### src/rtl/serial_word_transmitter_if.sv
// Handshake and serial-link bundle for the serial word transmitter.
// The master side offers words and watches the serial stream; the
// transmitter itself sits on the slave side.
interface serial_word_transmitter_if #(
   parameter int n     = 32,
   parameter int DIV_W = 8
);
   logic [n-1:0]     data_in;
   logic             dir;
   logic [DIV_W-1:0] div;
   logic             valid;
   logic             ready;
   logic             serial_out;
   logic [1:0]       shift_ctrl;
   logic             busy;
   logic             done;

   modport master (
      output data_in, dir, div, valid,
      input  ready, serial_out, shift_ctrl, busy, done
   );

   modport slave (
      input  data_in, dir, div, valid,
      output ready, serial_out, shift_ctrl, busy, done
   );
endinterface

### src/rtl/serial_word_transmitter.sv
// Parallel-to-serial word transmitter.
// Accepts an n-bit word on a valid/ready handshake and emits it one bit per
// programmable bit period (div+1 clocks). shift_ctrl is the ctrl code of a
// downstream universal shifter, asserted only on the last cycle of each bit
// period, so a shifter fed by serial_out holds the word after n strobes.
module serial_word_transmitter #(
   parameter int n     = 32,
   parameter int DIV_W = 8
) (
   input logic                      clk_i,
   input logic                      rst_ni,
   serial_word_transmitter_if.slave bus
);

   localparam int CW = $clog2(n) + 1;

   typedef enum logic [1:0] {
      IDLE,
      SHIFT,
      DONE
   } state_e;

   state_e           state_q;
   logic [n-1:0]     shreg_q;
   logic [CW-1:0]    bitCnt_q;
   logic [DIV_W-1:0] divCnt_q;
   logic [DIV_W-1:0] div_q;
   logic             dir_q;
   logic             serial_q;
   logic             busy_q;
   logic             done_q;
   logic [1:0]       shiftCtrl_q;

   logic [n-1:0]     shreg_d;
   logic [CW-1:0]    bitCnt_d;
   logic [DIV_W-1:0] divCnt_d;
   logic             strobe;
   logic             lastBit;
   logic             nextBit;
   logic             firstBit;

   // Shift toward the outgoing end with zero fill; the next outgoing bit is
   // taken from the shifted value so serial_out can be registered.
   always_comb begin
      shreg_d  = dir_q ? (shreg_q >> 1) : (shreg_q << 1);
      bitCnt_d = bitCnt_q + CW'(1);
      divCnt_d = divCnt_q + DIV_W'(1);
      strobe   = (divCnt_q == div_q);
      lastBit  = (bitCnt_d == CW'(n));
      nextBit  = dir_q ? shreg_d[0] : shreg_d[n-1];
      firstBit = bus.dir ? bus.data_in[0] : bus.data_in[n-1];
   end

   // Control FSM and datapath; every output except ready is computed one
   // cycle ahead so it comes straight from a flop.
   always_ff @(posedge clk_i or negedge rst_ni) begin
      if (!rst_ni) begin
         state_q     <= IDLE;
         shreg_q     <= '0;
         bitCnt_q    <= '0;
         divCnt_q    <= '0;
         div_q       <= '0;
         dir_q       <= 1'b0;
         serial_q    <= 1'b0;
         busy_q      <= 1'b0;
         done_q      <= 1'b0;
         shiftCtrl_q <= 2'b00;
      end else begin
         case (state_q)
            IDLE: begin
               done_q <= 1'b0;
               if (bus.valid) begin
                  state_q     <= SHIFT;
                  shreg_q     <= bus.data_in;
                  dir_q       <= bus.dir;
                  div_q       <= bus.div;
                  bitCnt_q    <= '0;
                  divCnt_q    <= '0;
                  busy_q      <= 1'b1;
                  serial_q    <= firstBit;
                  shiftCtrl_q <= (bus.div == '0) ? {1'b1, bus.dir} : 2'b00;
               end
            end
            SHIFT: begin
               if (strobe) begin
                  shreg_q  <= shreg_d;
                  bitCnt_q <= bitCnt_d;
                  divCnt_q <= '0;
                  if (lastBit) begin
                     state_q     <= DONE;
                     busy_q      <= 1'b0;
                     done_q      <= 1'b1;
                     serial_q    <= 1'b0;
                     shiftCtrl_q <= 2'b00;
                  end else begin
                     serial_q    <= nextBit;
                     shiftCtrl_q <= (div_q == '0) ? {1'b1, dir_q} : 2'b00;
                  end
               end else begin
                  divCnt_q    <= divCnt_d;
                  shiftCtrl_q <= (divCnt_d == div_q) ? {1'b1, dir_q} : 2'b00;
               end
            end
            DONE: begin
               done_q  <= 1'b0;
               state_q <= IDLE;
            end
            default: begin
               state_q <= IDLE;
            end
         endcase
      end
   end

   // ready is decoded from the state and held low while reset is asserted,
   // so a word can be taken on the very first edge after reset release.
   assign bus.ready      = rst_ni && (state_q == IDLE);
   assign bus.serial_out = serial_q;
   assign bus.shift_ctrl = shiftCtrl_q;
   assign bus.busy       = busy_q;
   assign bus.done       = done_q;

endmodule

### src/flat_wrapper.sv
// flat-port wrapper written by rule: the top's interface ports become plain ports
module serial_word_transmitter_flat 
#(
   parameter int n     = 32,
   parameter int DIV_W = 8
)
  (clk_i, rst_ni, bus_data_in, bus_dir, bus_div, bus_valid, bus_ready, bus_serial_out, bus_shift_ctrl, bus_busy, bus_done);
  serial_word_transmitter_if #(.n(n), .DIV_W(DIV_W)) bus_i ();
  input logic clk_i;
  input logic rst_ni;
  input wire logic [$bits(bus_i.data_in)-1:0] bus_data_in;
  input wire logic [$bits(bus_i.dir)-1:0] bus_dir;
  input wire logic [$bits(bus_i.div)-1:0] bus_div;
  input wire logic [$bits(bus_i.valid)-1:0] bus_valid;
  output wire logic [$bits(bus_i.ready)-1:0] bus_ready;
  output wire logic [$bits(bus_i.serial_out)-1:0] bus_serial_out;
  output wire logic [$bits(bus_i.shift_ctrl)-1:0] bus_shift_ctrl;
  output wire logic [$bits(bus_i.busy)-1:0] bus_busy;
  output wire logic [$bits(bus_i.done)-1:0] bus_done;
  assign bus_i.data_in = bus_data_in;
  assign bus_i.dir = bus_dir;
  assign bus_i.div = bus_div;
  assign bus_i.valid = bus_valid;
  assign bus_ready = bus_i.ready;
  assign bus_serial_out = bus_i.serial_out;
  assign bus_shift_ctrl = bus_i.shift_ctrl;
  assign bus_busy = bus_i.busy;
  assign bus_done = bus_i.done;
  serial_word_transmitter #(.n(n), .DIV_W(DIV_W)) u_core (.clk_i(clk_i), .rst_ni(rst_ni), .bus(bus_i));
endmodule
### config.mk
export PLATFORM = sky130hd
export DESIGN_NAME = serial_word_transmitter_flat
export DESIGN_NICKNAME = d
export VERILOG_FILES = /design/src/rtl/serial_word_transmitter_if.sv /design/src/rtl/serial_word_transmitter.sv /design/src/flat_wrapper.sv
export SDC_FILE = /design/constraint.sdc
export NUM_CORES = 1
export LEC_CHECK = 0
export ABC_CLOCK_PERIOD_IN_PS = 5700
export CAP_MARGIN = 20
export CORE_ASPECT_RATIO = 1.2
export CORE_MARGIN = 3
export CORE_UTILIZATION = 61
export CTS_BUF_LIST = sky130_fd_sc_hd__clkbuf_8
export DETAILED_ROUTE_END_ITERATION = 10
export PLACE_DENSITY_LB_ADDON = 0.25
export SYNTH_ARGS = -nofsm -noshare
export SYNTH_HDL_FRONTEND = slang
export SYNTH_SLANG_ARGS = --single-unit
### constraint.sdc
create_clock -name clk_i -period 5.7 [get_ports clk_i]
set_input_delay 0.855 -clock clk_i [delete_from_list [all_inputs] [get_ports clk_i]]
set_output_delay 0.855 -clock clk_i [all_outputs]
set_load 0.05 [all_outputs]
**Word-level counts from Yosys, hierarchy flattened**

Cells that the tools add are included.

- Word-level logic and storage cells: 67
- Output and inout bits: 6
- Register bits: 62

- Reductions and logical operators: 13
- Add/sub/neg operators: 2
- Equal/unequal tests: 8
- Mux-type cells: 34

Operators with widths:

| kind | number |
|---|---|
| $mux W32 | 3 |
| $pmux W32 S2 | 1 |
| $mux W2 | 9 |
| $eq A8 B8 Y1 | 2 |
| $logic_not A8 Y1 | 2 |
| $mux W8 | 2 |
| $pmux W8 S2 | 1 |
| $mux W6 | 2 |
| $pmux W6 S2 | 1 |
| $mux W1 | 10 |
| $reduce_and A3 Y1 | 3 |
| $add A8 B1 Y8 const B | 1 |
| $pmux W2 S2 | 2 |
| $add A6 B1 Y6 const B | 1 |
| $eq A6 B6 Y1 const B | 1 |
| $pmux W1 S2 | 3 |
| $ne A2 B1 Y1 const B | 2 |
| $reduce_and A2 Y1 | 2 |
| $reduce_and A4 Y1 | 1 |
| $reduce_bool A2 Y1 | 2 |
| $eq A2 B1 Y1 const B | 1 |
| $eq A2 B2 Y1 const B | 1 |
| $logic_not A2 Y1 | 1 |
| $ne A2 B2 Y1 const B | 1 |
| 2 further kinds | 2 |

**Longest topological paths before layout**

- Depth after elaboration: 5
- Mapped depth: 8
- Mapped depth without buffers: 6

**Least setup slack after synthesis**

Ideal clock, no wire load.

- Kind: input -> output
- From: input port rst_ni
- To: output port bus_ready
- Path slack: 3583 ps
- Stages on the path: 1
- Data required time: 4845 ps
- Arrival time: 1262 ps
- Cell sequence: and2_1

- Cells in the longest elaborated chain, start to end: 1

RTL lines:

| what | line | source |
|---|---|---|
| start, declared | flat_wrapper.sv:10 | `input logic rst_ni;` |
| $logic_and A1 B1 Y1 | serial_word_transmitter.sv:117 | `assign bus.ready = rst_ni && (state_q == IDLE);` |
| end, declared | flat_wrapper.sv:15 | `output wire logic [$bits(bus_i.ready)-1:0] bus_ready;` |

No other way between the ends.

**Worst setup path in the final report**

Same ends and word-level chain as after synthesis.

==> results.md <==
- Series of cell instances along the critical path: buf_2 -> and2_1 -> clkdlybuf4s50_1
- Slowest CP cell: clkdlybuf4s50_1
- Final weighted congestion in routability-driven placement: about 0.82
- Initial cell density of the core: 0.644
- Final Cell Area: ~4000 µm²
- Placed instance count: just under 500
- Largest area contributor in the netlist: dfrtp_1
- Bufs on Longest Clock Path: 2
- Number of sinks on the clock net: 62
- TritonCTS Buffers: 9
- Clock slew at reported path FFs: around 0.06 ns
- Total core area: about 5400 µm²
- Fraction of layout instances using a drive strength above 1: 0.0591
- Post-Syn Area per Cell: 8.69 µm²
- Post-Synthesis Cells: about 400
- Crit. End Element: output port
- Number of flops mapped to enable cells by yosys: 0
- Antenna violations before repair: 0
- Post-CTS sizing: 0
- Worst clock skew: roughly 0.011 ns
- Setup repair after global routing missed its margin: no
- Class of the tightest hold or removal check: register to register
- Critical Path Source: rst_ni
- Number of synthesis warnings: 0
- Pwr Density: slightly below 200 nW/µm²
- Total count of max-transition violations in the final report: 0
- Clock period minus final worst setup slack: around 2.8 ns
- Layout Nets: about 480
- Largest net degree at the start of global routing: 72
- Delay of the slowest cell on the worst path: 0.80 ns
- Final hold slack: 0.486 ns
- Number of global-route vias before repair: ~2700
- Placement row count: 29
- Post-route setup TNS: 0 ns
- Fraction of the core area covered by cells at the end of the flow: 0.764
- WS Path Type: input pin to output port
- Final period util: 0.485
- Number of post-CTS setup repair buffers: 0
- Predominant post-synthesis flop cell: dfrtp_1
- Antenna-violating nets left: 0
- Worst EP required: ~4.9 ns
- Placed cell areas: a little under 4000 µm²
- Worst rel slew slack: 0.404
- Critical path peak fanout: 2
- Clk root buf: clkbuf_8
- Outcome: complete, no violations
- Post-synthesis sequential area ratio: 0.449
- Data arrival time of the worst path: between 1.5 and 2 ns
- Sort of element at the start of the critical path: input pin
- DIE WIDTH: roughly 75 µm
- Detailed router's first-iteration violation count: 235
- Area growth syn-to-layout: 18.6%
- Hold bufs inserted after CTS: 0
- Reported max-cap violation count: 0
- CTS H-Tree Depth: 3
- Count of buffering cells on the critical path with inverters included: 2
- Post-Synthesis Cell Area: roughly 3500 µm²
- Wirelength per Cell: between 10 and 15 µm
- Static leakage: 1.79 nW
- Worst-skew pair later-pin latency: 0.34 ns
- N_diodes: 0
- Top-count cell post-synth: nand2_1
- Routed vias: about 2900
- Number of nets produced by synthesis: 444
- Die Area: about 6600 µm²
- Count of buffers inserted at the top-level ports: between 40 and 50
- TritonCTS clock tree: built
- FMAX: 361 MHz
- Hold Violations, Final: 0
- Top delay family on crit path: buffers and inverters
- Boundary Pins: 50
- Finish-stage setup viols: 0
- Start of the worst register-to-register path: u_core.divCnt_q[1]
- All-layer global routing usage: 0.239
- Post-DP HPWL: 5000 µm
- Final wirelength: about 7400 µm
- Area share of the largest cell type after synthesis: 0.449
- First-pass GRT wire length: between 10000 and 15000 µm
- Vias/cell: 5.83
- Worst vdd ir: between 0.1 and 0.15 mV
- Register bit count reported by yosys: 62
- DRC violations left: 0
- Detailed-routing iteration count for the pre-antenna-repair pass: 5
- Asr flop ratio synth: 1.00
- Final std cells w/o fill: 502
- Synth top area cells: dfrtp_1 (45%), mux2i_1 (9.3%), nand2_1 (7.8%)
- Vertical extent of the die: just under 90 µm
- Total congestion overflow after global routing: 0
- Count of unique library cells instantiated by Yosys: 46
- Pin slew with the least headroom to its limit: roughly 0.89 ns
- Source of the worst hold timing path: u_core.bus.busy
- Commonest cells post-synth: nand2_1 (72), dfrtp_1 (62), nor2_1 (43), o21ai_0 (41), a21oi_1 (38)
==> routing by layer <==
| layer | share of wire | track usage | vias to the layer above |
|---|---|---|---|
| met5 | 0 | 0 | - |
| met2 | 0.49 | 0.396 | 76 |
| met4 | 0.019 | 0.102 | 0 |
| met1 | 0.44 | 0.316 | 1386 |
| met3 | 0.043 | 0.0273 | 15 |
| li1 | - | - | 1448 |
==> final timing paths <==
kind | endpoint | slack (ns) | depth (start not counted)
max | bus_ready | 2.93 | 3
min | u_core.bus.busy | 0.49 | 1
max reg2reg | u_core.bus.shift_ctrl[1] | 3.49 | 6
min reg2reg | u_core.bus.busy | 0.49 | 1
max in group asynchronous | u_core.dir_q | 4.42 | 2
min in group asynchronous | u_core.shreg_q[21] | 0.73 | 2
==> sequential cells by signal (all words and copies together) (netlist names) <==
register and flops:
u_core.bus.busy 1, u_core.bus.serial_out 1, u_core.state_q 2, u_core.dir_q 1, u_core.bus.shift_ctrl 2, u_core.div_q 8
u_core.shreg_q 32, u_core.divCnt_q 8, u_core.bus.done 1, u_core.bitCnt_q 6
==> where the power goes <==
group | switching (mW) | internal, mW | leakage (nW)
Combinational | 0.0150 | 0.0265 | 0.879
Clock | 0.169 | 0.164 | 0.0944
Sequential | 0 | 0.440 | 0.814
Total | 0.184 | 0.630 | 1.79
==> worst register-to-register path: cells and delay by family (launching register included) <==
family / cells / cell delay [ns]
flops: 1 / 0.47
fa+ha+maj: 1 / 0.37
buf+inv: 1 / 0.11
simple gates: 2 / 0.71
compound gates: 2 / 0.48
==> cells by family (layout without fill, tap and decap cells) <==
kind of cell,count (synthesis),count (layout),synth area share
simple gates,151,151,0.196
compound gates,103,103,0.173
mux,33,33,0.0959
xor+xnor,16,16,0.0405
flops,62,62,0.449
buf+inv,31,73,0.0384
fa+ha+maj,2,2,0.00724
==> per-stage QoR <==
stage	setup slack [ns]	total power, mW
finish	2.93	0.814
global route	2.83	0.840
CTS	2.91	0.820
detailed placement	2.94	0.490
global placement	2.94	0.490
floorplan	3.58	0.449
==> cell usage in the layout (no fill, tap or decap), types with 3 or more instances in the layout <==
cell type	count
nand2_1	72
dfrtp_1	61
clkdlybuf4s50_1	48
nor2_1	43
o21ai_0	41
a21oi_1	38
mux2i_1	32
clkbuf_8	10
xnor2_1	9
nand3_1	8
xor2_1	7
inv_1	7
a22o_1	4
and3_1	3
o31ai_1	3
nor3_1	3
or4_1	3
clkinv_2	3
buf_4	3
==> layout make-up <==
| cell class | count | area, µm² |
|---|---|---|
| multi-input cells | 305 | 1780 |
| inverters | 5 | 18.8 |
| clock buffers | 10 | 138 |
| flip-flops and latches | 62 | 1550 |
| fillers | 408 | 1270 |
| repair buffers | 52 | 508 |
| well taps | 62 | 77.6 |
| clock inverters | 6 | 30.0 |
No activity file was read; power rests on OpenSTA's default activity.
